==> src/rtl/lsu_pkg.sv <==
// Shared definitions for the NPC load/store unit: funct3 codes, FSM states,
// size masks and the legality/alignment check used at accept time.
package lsu_pkg;

    localparam logic [2:0] F3_B  = 3'b000;
    localparam logic [2:0] F3_H  = 3'b001;
    localparam logic [2:0] F3_W  = 3'b010;
    localparam logic [2:0] F3_D  = 3'b011;
    localparam logic [2:0] F3_BU = 3'b100;
    localparam logic [2:0] F3_HU = 3'b101;
    localparam logic [2:0] F3_WU = 3'b110;

    localparam logic [7:0] MASK_B = 8'h01;
    localparam logic [7:0] MASK_H = 8'h03;
    localparam logic [7:0] MASK_W = 8'h0F;
    localparam logic [7:0] MASK_D = 8'hFF;

    typedef enum logic [2:0] {
        S_IDLE,
        S_REQ,
        S_WAIT,
        S_DONE,
        S_ERR
    } state_e;

    function automatic logic [7:0] size_mask(input logic [1:0] sz);
        case (sz)
            2'd0:    return MASK_B;
            2'd1:    return MASK_H;
            2'd2:    return MASK_W;
            default: return MASK_D;
        endcase
    endfunction

    // Legal funct3 for the direction and address a multiple of the access size.
    function automatic logic op_ok(input logic we, input logic [2:0] funct3,
                                   input logic [2:0] off);
        logic legal;
        logic aligned;
        if (we)
            legal = funct3 inside {F3_B, F3_H, F3_W, F3_D};
        else
            legal = funct3 inside {F3_B, F3_H, F3_W, F3_D, F3_BU, F3_HU, F3_WU};
        case (funct3[1:0])
            2'd0:    aligned = 1'b1;
            2'd1:    aligned = (off[0] == 1'b0);
            2'd2:    aligned = (off[1:0] == 2'b00);
            default: aligned = (off == 3'b000);
        endcase
        return legal && aligned;
    endfunction

endpackage

==> src/rtl/lsu_if.sv <==
// Execute-stage request channel and 64-bit data-memory port of the LSU.
interface lsu_req_if #(
    parameter int DW = 64,
    parameter int AW = 5
);
    logic          req_valid;
    logic          req_ready;
    logic          req_we;
    logic [2:0]    req_funct3;
    logic [DW-1:0] req_addr;
    logic [DW-1:0] req_wdata;
    logic [AW-1:0] req_rd;

    modport master (output req_valid, req_we, req_funct3, req_addr, req_wdata, req_rd,
                    input  req_ready);
    modport slave  (input  req_valid, req_we, req_funct3, req_addr, req_wdata, req_rd,
                    output req_ready);
endinterface

interface lsu_mem_if #(
    parameter int DW = 64
);
    logic          mem_req_valid;
    logic          mem_req_ready;
    logic          mem_we;
    logic [DW-1:0] mem_addr;
    logic [DW-1:0] mem_wdata;
    logic [7:0]    mem_wmask;
    logic          mem_rsp_valid;
    logic [DW-1:0] mem_rdata;

    modport master (output mem_req_valid, mem_we, mem_addr, mem_wdata, mem_wmask,
                    input  mem_req_ready, mem_rsp_valid, mem_rdata);
    modport slave  (input  mem_req_valid, mem_we, mem_addr, mem_wdata, mem_wmask,
                    output mem_req_ready, mem_rsp_valid, mem_rdata);
endinterface

==> src/rtl/lsu_align.sv <==
// Byte-lane steering: store data/mask placement and load extraction with
// sign/zero extension. Purely combinational.
module lsu_align
    import lsu_pkg::*;
#(
    parameter int DW = 64
) (
    input  logic [2:0]    funct3,
    input  logic [2:0]    off,
    input  logic [DW-1:0] wdata,
    input  logic [DW-1:0] rdata,
    output logic [DW-1:0] st_wdata,
    output logic [7:0]    st_wmask,
    output logic [DW-1:0] ld_data
);
    logic [5:0]    shamt;
    logic [DW-1:0] shifted;

    always_comb begin
        shamt    = {off, 3'b000};
        st_wdata = wdata << shamt;
        st_wmask = size_mask(funct3[1:0]) << off;
        shifted  = rdata >> shamt;
        case (funct3)
            F3_B:    ld_data = {{(DW-8){shifted[7]}}, shifted[7:0]};
            F3_BU:   ld_data = {{(DW-8){1'b0}}, shifted[7:0]};
            F3_H:    ld_data = {{(DW-16){shifted[15]}}, shifted[15:0]};
            F3_HU:   ld_data = {{(DW-16){1'b0}}, shifted[15:0]};
            F3_W:    ld_data = {{(DW-32){shifted[31]}}, shifted[31:0]};
            F3_WU:   ld_data = {{(DW-32){1'b0}}, shifted[31:0]};
            F3_D:    ld_data = shifted;
            default: ld_data = '0;
        endcase
    end

endmodule

==> src/rtl/lsu.sv <==
// NPC load/store unit: one operation in flight, valid/ready memory request,
// load result delivered on the register-file write-back port.
module lsu
    import lsu_pkg::*;
#(
    parameter int DW = 64,
    parameter int AW = 5
) (
    input  logic          clk,
    input  logic          rstn,
    lsu_req_if.slave      req,
    lsu_mem_if.master     mem,
    output logic          wb_en,
    output logic          wb_load,
    output logic [AW-1:0] wb_addr,
    output logic [DW-1:0] load_data,
    output logic          done,
    output logic          err_misalign
);
    state_e        state_q, state_d;
    logic          we_q, we_d;
    logic [2:0]    funct3_q, funct3_d;
    logic [2:0]    off_q, off_d;
    logic [DW-1:0] mem_addr_q, mem_addr_d;
    logic [DW-1:0] mem_wdata_q, mem_wdata_d;
    logic [7:0]    mem_wmask_q, mem_wmask_d;
    logic [AW-1:0] wb_addr_q, wb_addr_d;
    logic [DW-1:0] load_data_q, load_data_d;

    logic [2:0]    sel_funct3, sel_off;
    logic [DW-1:0] st_wdata, ld_data;
    logic [7:0]    st_wmask;

    // The single aligner serves the live request in IDLE and the latched op afterwards.
    assign sel_funct3 = (state_q == S_IDLE) ? req.req_funct3 : funct3_q;
    assign sel_off    = (state_q == S_IDLE) ? req.req_addr[2:0] : off_q;

    lsu_align #(.DW(DW)) u_align (
        .funct3   (sel_funct3),
        .off      (sel_off),
        .wdata    (req.req_wdata),
        .rdata    (mem.mem_rdata),
        .st_wdata (st_wdata),
        .st_wmask (st_wmask),
        .ld_data  (ld_data)
    );

    always_comb begin
        state_d     = state_q;
        we_d        = we_q;
        funct3_d    = funct3_q;
        off_d       = off_q;
        mem_addr_d  = mem_addr_q;
        mem_wdata_d = mem_wdata_q;
        mem_wmask_d = mem_wmask_q;
        wb_addr_d   = wb_addr_q;
        load_data_d = load_data_q;
        case (state_q)
            S_IDLE: begin
                if (req.req_valid) begin
                    we_d        = req.req_we;
                    funct3_d    = req.req_funct3;
                    off_d       = req.req_addr[2:0];
                    mem_addr_d  = {req.req_addr[DW-1:3], 3'b000};
                    mem_wdata_d = st_wdata;
                    mem_wmask_d = req.req_we ? st_wmask : '0;
                    wb_addr_d   = req.req_rd;
                    state_d     = op_ok(req.req_we, req.req_funct3, req.req_addr[2:0])
                                  ? S_REQ : S_ERR;
                end
            end
            S_REQ: begin
                if (mem.mem_req_ready) state_d = S_WAIT;
            end
            S_WAIT: begin
                if (mem.mem_rsp_valid) begin
                    if (!we_q) load_data_d = ld_data;
                    state_d = S_DONE;
                end
            end
            S_DONE:  state_d = S_IDLE;
            S_ERR:   state_d = S_IDLE;
            default: state_d = S_IDLE;
        endcase
    end

    always_ff @(posedge clk) begin
        if (!rstn) begin
            state_q     <= S_IDLE;
            we_q        <= 1'b0;
            funct3_q    <= '0;
            off_q       <= '0;
            mem_addr_q  <= '0;
            mem_wdata_q <= '0;
            mem_wmask_q <= '0;
            wb_addr_q   <= '0;
            load_data_q <= '0;
        end else begin
            state_q     <= state_d;
            we_q        <= we_d;
            funct3_q    <= funct3_d;
            off_q       <= off_d;
            mem_addr_q  <= mem_addr_d;
            mem_wdata_q <= mem_wdata_d;
            mem_wmask_q <= mem_wmask_d;
            wb_addr_q   <= wb_addr_d;
            load_data_q <= load_data_d;
        end
    end

    assign req.req_ready     = (state_q == S_IDLE);
    assign mem.mem_req_valid = (state_q == S_REQ);
    assign mem.mem_we        = we_q;
    assign mem.mem_addr      = mem_addr_q;
    assign mem.mem_wdata     = mem_wdata_q;
    assign mem.mem_wmask     = mem_wmask_q;
    assign wb_en             = (state_q == S_DONE) && !we_q;
    assign wb_load           = (state_q == S_DONE) && !we_q;
    assign wb_addr           = wb_addr_q;
    assign load_data         = load_data_q;
    assign done              = (state_q == S_DONE) || (state_q == S_ERR);
    assign err_misalign      = (state_q == S_ERR);

endmodule

==> src/flat_wrapper.sv <==
// flat-port wrapper written by rule: the top's interface ports become plain ports
module lsu_flat import lsu_pkg::*;
#(
    parameter int DW = 64,
    parameter int AW = 5
)
  (clk, rstn, wb_en, wb_load, wb_addr, load_data, done, err_misalign, req_req_valid, req_req_we, req_req_funct3, req_req_addr, req_req_wdata, req_req_rd, req_req_ready, mem_mem_req_valid, mem_mem_we, mem_mem_addr, mem_mem_wdata, mem_mem_wmask, mem_mem_req_ready, mem_mem_rsp_valid, mem_mem_rdata);
  lsu_req_if #(.DW(DW), .AW(AW)) req_i ();
  lsu_mem_if #(.DW(DW)) mem_i ();
  input  logic clk;
  input  logic rstn;
  output logic wb_en;
  output logic wb_load;
  output logic [AW-1:0] wb_addr;
  output logic [DW-1:0] load_data;
  output logic done;
  output logic err_misalign;
  input wire logic [$bits(req_i.req_valid)-1:0] req_req_valid;
  input wire logic [$bits(req_i.req_we)-1:0] req_req_we;
  input wire logic [$bits(req_i.req_funct3)-1:0] req_req_funct3;
  input wire logic [$bits(req_i.req_addr)-1:0] req_req_addr;
  input wire logic [$bits(req_i.req_wdata)-1:0] req_req_wdata;
  input wire logic [$bits(req_i.req_rd)-1:0] req_req_rd;
  output wire logic [$bits(req_i.req_ready)-1:0] req_req_ready;
  output wire logic [$bits(mem_i.mem_req_valid)-1:0] mem_mem_req_valid;
  output wire logic [$bits(mem_i.mem_we)-1:0] mem_mem_we;
  output wire logic [$bits(mem_i.mem_addr)-1:0] mem_mem_addr;
  output wire logic [$bits(mem_i.mem_wdata)-1:0] mem_mem_wdata;
  output wire logic [$bits(mem_i.mem_wmask)-1:0] mem_mem_wmask;
  input wire logic [$bits(mem_i.mem_req_ready)-1:0] mem_mem_req_ready;
  input wire logic [$bits(mem_i.mem_rsp_valid)-1:0] mem_mem_rsp_valid;
  input wire logic [$bits(mem_i.mem_rdata)-1:0] mem_mem_rdata;
  assign req_i.req_valid = req_req_valid;
  assign req_i.req_we = req_req_we;
  assign req_i.req_funct3 = req_req_funct3;
  assign req_i.req_addr = req_req_addr;
  assign req_i.req_wdata = req_req_wdata;
  assign req_i.req_rd = req_req_rd;
  assign req_req_ready = req_i.req_ready;
  assign mem_mem_req_valid = mem_i.mem_req_valid;
  assign mem_mem_we = mem_i.mem_we;
  assign mem_mem_addr = mem_i.mem_addr;
  assign mem_mem_wdata = mem_i.mem_wdata;
  assign mem_mem_wmask = mem_i.mem_wmask;
  assign mem_i.mem_req_ready = mem_mem_req_ready;
  assign mem_i.mem_rsp_valid = mem_mem_rsp_valid;
  assign mem_i.mem_rdata = mem_mem_rdata;
  lsu #(.DW(DW), .AW(AW)) u_core (.clk(clk), .rstn(rstn), .req(req_i), .mem(mem_i), .wb_en(wb_en), .wb_load(wb_load), .wb_addr(wb_addr), .load_data(load_data), .done(done), .err_misalign(err_misalign));
endmodule
==> config.mk <==
export PLATFORM = sky130hd
export DESIGN_NAME = lsu_flat
export DESIGN_NICKNAME = d
export VERILOG_FILES = /design/src/rtl/lsu_pkg.sv /design/src/rtl/lsu_if.sv /design/src/rtl/lsu_align.sv /design/src/rtl/lsu.sv /design/src/flat_wrapper.sv
export SDC_FILE = /design/constraint.sdc
export NUM_CORES = 1
export LEC_CHECK = 0
export CAP_MARGIN = 0
export CORE_MARGIN = 4
export CORE_UTILIZATION = 39
export DETAILED_ROUTE_END_ITERATION = 8
export GPL_TIMING_DRIVEN = 0
export PLACE_DENSITY_LB_ADDON = 0.3
export SLEW_MARGIN = 20
export SYNTH_ARGS = -nofsm -noshare
export SYNTH_HDL_FRONTEND = slang
export SYNTH_SLANG_ARGS = --single-unit
==> constraint.sdc <==
create_clock -name clk -period 6.05 [get_ports clk]
set_clock_uncertainty 0.2 [all_clocks]
set_input_delay 0.605 -clock clk [delete_from_list [all_inputs] [get_ports clk]]
set_output_delay 0.605 -clock clk [all_outputs]
set_load 0.01 [all_outputs]
Word level (Yosys, flattened, before mapping)
Index checks and enable logic that the tools add are counted.
{"block": "totals", "in_bits": 206, "reg_bits": 212, "out_inout_bits": 212, "word_cells": 69}
{"block": "classes", "eq_ne": 23, "n_bitwise": 2, "n_reduce_logical": 16, "shifts": 3, "n_mux": 16}
{"operator": "one-hot mux 64 bit (7 select lines)", "n": 1}
{"operator": "left shift 64 x 6 -> 64 bit", "n": 1}
{"operator": "right shift 64 x 6 -> 64 bit", "n": 1}
{"operator": "one-hot mux 8 bit (3 select lines)", "n": 1}
{"operator": "== test 3 bit, second input constant", "n": 7}
{"operator": "== test 3 x 2 -> 1 bit, second input constant", "n": 6}
{"operator": "2-to-1 mux 3 bit", "n": 6}
{"operator": "zero test 3 bit", "n": 4}
{"operator": "== test 3 x 1 -> 1 bit, second input constant", "n": 3}
{"operator": "one-hot mux 3 bit (3 select lines)", "n": 1}
{"operator": "2-to-1 mux 8 bit", "n": 1}
{"operator": "left shift 8 x 3 -> 8 bit", "n": 1}
{"operator": "nonzero test 7 bit", "n": 1}
{"operator": "zero test 2 bit", "n": 3}
{"operator": "AND reduction 3 bit", "n": 2}
{"operator": "2-to-1 mux 1 bit", "n": 5}
{"operator": "== test 2 x 1 -> 1 bit, second input constant", "n": 2}
{"operator": "== test 2 bit, second input constant", "n": 2}
{"operator": "!= test 2 bit, second input constant", "n": 2}
{"operator": "nonzero test 4 bit", "n": 1}
{"operator": "one-hot mux 1 bit (3 select lines)", "n": 1}
{"operator": "logical AND 1 bit", "n": 2}
{"operator": "!= test 2 x 1 -> 1 bit, second input constant", "n": 1}
{"operator": "NOT 1 bit", "n": 2}
{"operator": "3 further kinds", "n": 3}

Depth between registers and ports, before layout
{"block": "depth", "ltp_word": 9, "ltp_mapped": 11, "depth_no_buf": 7}

Hierarchy
A second synthesis with hierarchy kept.
{"block": "hier_totals", "cells_unflattened": 1516, "area_unflattened_um2": 12462.0}
{"module": "lsu", "seq_area_each_um2": 4244.1, "area_each_um2": 8219.1, "cells_each": 961, "n_inst": 1}
{"module": "lsu_align", "seq_area_each_um2": 0.0, "area_each_um2": 4242.8, "cells_each": 555, "n_inst": 1}

Worst setup path after synthesis
Ideal clock, no wire load.
{"block": "synth_path", "kind": "input -> register", "start": "input req_req_addr[1]", "end": "register u_core.load_data_q[48], in the netlist u_core.load_data[48]", "path_buffers": 3, "setup_time_ns": 0.143, "stages": 9, "arrival_time_ns": 2.534, "path_slack_ns": 3.173, "required_ns": 5.707, "cell_sequence": "buf_2 -> or4b_4 -> and2_1 -> clkbuf_1 -> a2111oi_4 -> nor4_4 -> nor3_4 -> buf_6 -> a211oi_2"}
{"block": "synth_between", "elab_chain_cells": 3}
{"item": "start, declared", "line": "flat_wrapper.sv:21", "rtl": "input wire logic [$bits(req_i.req_addr)-1:0] req_req_addr;"}
{"item": "2-to-1 mux 3 bit", "line": "lsu.sv:36", "rtl": "assign sel_off = (state_q == S_IDLE) ? req.req_addr[2:0] : off_q;"}
{"item": "right shift 64 x 6 -> 64 bit", "line": "lsu_align.sv:23", "rtl": "shifted = rdata >> shamt;"}
{"item": "one-hot mux 64 bit (7 select lines)", "line": "lsu_align.sv:24", "rtl": "case (funct3)"}
{"item": "end signal, assigned", "line": "lsu.sv:107", "rtl": "load_data_q <= load_data_d;"}
{"item": "end, declared", "line": "lsu.sv:28", "rtl": "logic [DW-1:0] load_data_q, load_data_d;"}
Every way passes these cells.
A chain may end at the register's enable or synchronous reset.

Worst setup path in the final report
{"block": "layout_path", "start": "register u_core.state_q[1]", "end": "register u_core.load_data_q[24], in the netlist u_core.load_data[24]"}
{"block": "layout_between", "elab_chain_cells": 4, "elab_cells_between_ends": 14, "classes_between": "7 x eq/ne; 1 x shift; 3 x mux; 3 x reduce/logical"}
{"item": "start, declared", "line": "lsu.sv:20", "rtl": "state_e state_q, state_d;"}
{"item": "start signal, assigned", "line": "lsu.sv:99", "rtl": "state_q <= state_d;"}
{"item": "zero test 3 bit", "line": "lsu.sv:35, lsu.sv:36"}
{"item": "2-to-1 mux 3 bit, on equally long branches", "line": "lsu.sv:36, lsu.sv:35"}
{"item": "right shift 64 x 6 -> 64 bit, or another cell as far along", "line": "lsu_align.sv:23"}
{"item": "one-hot mux 64 bit (7 select lines)", "line": "lsu_align.sv:24"}
Parallel ways exist; a longest one is shown, timed or not.

==> results.txt <==
----------------------------------------------------
[Timing]
  Max transition margin ... 29.9%
  Number of setup violations in the final report ... 0
  Maximum clock frequency ... 269 MHz
  Setup Total Neg Slack ... 0 ns
  Worst-margin pin slew ... 1.02 ns
  Slew Limit Fails ... 0
  Part of the cycle the worst path needs ... 61.5%
  Min Clock Period, post-route ... 3.72 ns
  Number of endpoints with negative hold slack in the final report ... 0
  Setup repair after global routing missed its margin ... no

[Synthesis]
  Number of storage elements in the synthesis netlist ... 212
  Portion of the post-synthesis area used by sequential elements ... 37.4%
  Number of enable-type register cells in the synthesized netlist ... 0
  Netlist area before placement ... 0.0114 mm²
  Cell type contributing the most total cell area after synthesis ... sky130_fd_sc_hd__dfxtp_1
  Yosys Warn Count ... 0
  Count of different cell masters after synthesis ... 61
  Top FF cell, synth ... sky130_fd_sc_hd__dfxtp_1
  Async set-or-reset flop fraction in the synthesized netlist ... 0%
  Area share of the largest cell type after synthesis ... 37.4%
  Biggest area contributors in the synthesized netlist ... sky130_fd_sc_hd__dfxtp_1, sky130_fd_sc_hd__mux2i_1, sky130_fd_sc_hd__a21oi_1
  Per-instance average area after synthesis ... 7.87 µm²
  Gate Count Post-Synth ... 1443

[Critical path]
  R2r endpoint ... u_core.load_data[24]$_SDFFE_PN0P_
  Worst setup path startpoint ... u_core.state_q[1]$_SDFFE_PN0P_
  R2R depth ... 7
  Worst Setup Path Type ... flip-flop to flip-flop
  Crit Path Max Fanout ... 10
  Startpoint of the worst register-to-register path ... u_core.state_q[1]$_SDFFE_PN0P_
  Worst Setup End Kind ... flip-flop
  Setup slack on the worst flop-to-flop path ... 2.33 ns
  Arr. time, crit path ... 3.90 ns
  Type of origin of the critical path ... flip-flop
  CP Data Required Time ... 6.23 ns

[Floorplanning]
  Die outline area ... 0.0319 mm²
  Die outline width ... 179 µm
  Effective utilization at floorplan ... 39.6%
  Top-level port count ... 418
  Row count ... 62
  Height of the die ... 179 µm
  Core footprint ... 0.0287 mm²

[GRT]
  GR Overflow Total ... 0
  Wire length of the first global-routing pass ... 79600 µm
  Met2 layer usage reported by global route ... 53.6%
  Via count of the first global-routing pass ... 12968
  Total global-route track usage ... 32.7%
  Most congested layer reported by global routing ... met2
  Met1 layer usage reported by global route ... 41.9%
  Met3 demand-to-capacity share in global routing ... 6.85%
  Antenna violations before repair ... 3
  Maximum number of pins on one net before global-route repair ... 13

[Clock tree]
  Buffer cell driving the clock tree root ... sky130_fd_sc_hd__clkbuf_16
  Clock-pin slew on the worst setup and hold paths ... 0.06 ns
  Quantity of hold-fixing buffers added after cts ... 0
  Clock latency on the worst-skew pair ... 0.53 ns
  CTS-repair resized insts ... 0
  CTS Buf Count ... 24
  Number of clock sinks ... 212
  Number of buffers inserted to repair setup after CTS ... 0
  Buffer levels on the longest clock path ... 3
  Total number of H-tree levels ... 1
  Clock tree from TritonCTS ... built

[Detailed routing]
  First-pass iteration count of the detailed router ... 7
  Post-route ant nets ... 0
  Post-DR wirelength/cell ... 24.3 µm
  Routed Wire Length ... 55500 µm
  Initial DRC count ... 1555
  Routed vias ... 13588
  Post-detailed-route DRC marker count ... 0
  Via density per instance ... 5.94

[Layout]
  Layout-stage area growth over the synthesis result ... 47.6%
  Post-route cell area ... 0.0168 mm²
  Commonest non-fill, non-tap cells in the layout ... sky130_fd_sc_hd__clkdlybuf4s50_1, sky130_fd_sc_hd__nand2_1, sky130_fd_sc_hd__a21oi_1
  Most frequent standard cell in the layout excluding fill and tap cells ... sky130_fd_sc_hd__clkdlybuf4s50_1
  Number of nets in the layout ... 2089
  Share of final-layout standard cells stronger than drive strength 1 ... 5.37%
  Filler cell count in the final layout ... 2637

[Run status]
  Outcome ... finished, final reports clean

[Run]
  Number of violations of the max-capacitance limit ... 0

[Pwr]
  P_leak ... 0.00619 µW
  Max VDD drop ... 0.000210 V
  PD cells ... 266 mW/mm²

[Hold path]
  Launch point of the worst hold path ... req_req_addr[1]
  Hold Path Sink ... u_core.off_q[1]$_SDFFE_PN0P_
  Cell count of the worst hold path ... 3
  Classification of the worst-slack hold path ... input port to flip-flop

[Place]
  Cell area reported after detailed placement ... 0.0160 mm²
  Detailed placer's ending HPWL ... 43100 µm
  Port buffer count ... 412
  RD Place Congestion ... 0.996

----------------------------------------------------
final cells by class:
cell class / instances / area, µm² / share of cell area, %
clock buffer: 35 / 682 / 4.07
antenna: 3 / 7.51 / 0.0448
tap: 384 / 480 / 2.87
inverter: 3 / 16.3 / 0.0970
sequential: 212 / 4240 / 25.3
buffer: 136 / 606 / 3.61
timing repair buffer: 412 / 4120 / 24.6
multi-input combinational: 1094 / 6500 / 38.8
clock inverter: 8 / 104 / 0.619
Yosys cell counts, drive strengths merged (9+ instances only):
library cell	count
a211oi	58
a21oi	214
a221oi	10
a22oi	26
a31oi	10
and2	26
and3	33
buf	44
clkbuf	92
dfxtp	212
mux2i	117
nand2	273
nand2b	9
nand3	23
nor2	77
nor3	17
o21ai	92
o221ai	10
o22ai	14
through the flow:
step / setup slack [ns] / cells / power, µW / hold slack [ns] / utilization (%)
floorplan: 3.17 / 1445 / 2290 / 0.248 / -
global placement: 2.37 / 2241 / 2960 / 0.240 / 55.6
detailed placement: 2.23 / 2241 / 2970 / 0.245 / 55.6
CTS: 2.37 / 2284 / 4430 / 0.209 / 58.4
global route: 2.18 / 2287 / 4600 / 0.233 / 58.4
finish: 2.33 / 2287 / 4460 / 0.220 / 58.4
how the worst max path moves through the flow:
stage / end / slack, ns / depth (start not counted)
2_1_floorplan: u_core.load_data[48]$_SDFFE_PN0P_ / 3.17 / 9
3_3_place_gp: u_core.load_data[24]$_SDFFE_PN0P_ / 2.37 / 7
3_5_place_dp: u_core.load_data[24]$_SDFFE_PN0P_ / 2.23 / 7
4_1_cts: u_core.load_data[24]$_SDFFE_PN0P_ / 2.37 / 7
5_1_grt: u_core.load_data[24]$_SDFFE_PN0P_ / 2.18 / 7
6_report: u_core.load_data[24]$_SDFFE_PN0P_ / 2.33 / 7
routing by layer:
layer / up-vias / wire [µm]
met2: 867 / 25700
met4: 0 / 2770
met5: - / 0
met1: 6452 / 21700
li1: 6105 / -
met3: 164 / 5310
kinds of logic (layout without fill, tap and decap cells):
logic type             count (synthesis)  count (layout)  synth area share [%]
AO/OA/AOI/OAI                        485             485                  26.5
AND/OR/NAND/NOR                      480             480                  19.1
flip-flops                           212             212                  37.4
buffers and inverters                139             594                  5.48
multiplexers                         126             126                  11.6
other                                  1               6                0.0330
sequential cells by signal, summed over array words and instances (netlist names):
name                  flops
u_core.load_data         64
u_core.mem.mem_wdata     64
u_core.mem.mem_addr      61
u_core.mem.mem_wmask      8
u_core.wb_addr            5
u_core.funct3_q           3
u_core.off_q              3
u_core.state_q            3
u_core.mem.mem_we         1
worst max-delay path, stage by stage, from the launching register on:
cell	delay, ns
sky130_fd_sc_hd__dfxtp_1	0.43
sky130_fd_sc_hd__clkbuf_1	0.38
sky130_fd_sc_hd__nor4b_1	0.14
sky130_fd_sc_hd__nor2_1	0.71
sky130_fd_sc_hd__nor2_1	0.42
sky130_fd_sc_hd__o2bb2ai_1	0.22
sky130_fd_sc_hd__a2111oi_0	0.91
sky130_fd_sc_hd__o21ai_0	0.15
report_power, final:
part | switching, µW | internal (µW) | leakage, µW | total (µW)
sequential | 54.4 | 1480 | 0.00173 | 1540
combinational | 869 | 574 | 0.00408 | 1440
clock | 609 | 867 | 0.000384 | 1480
Note: power is estimated with default switching activity, not from simulation.
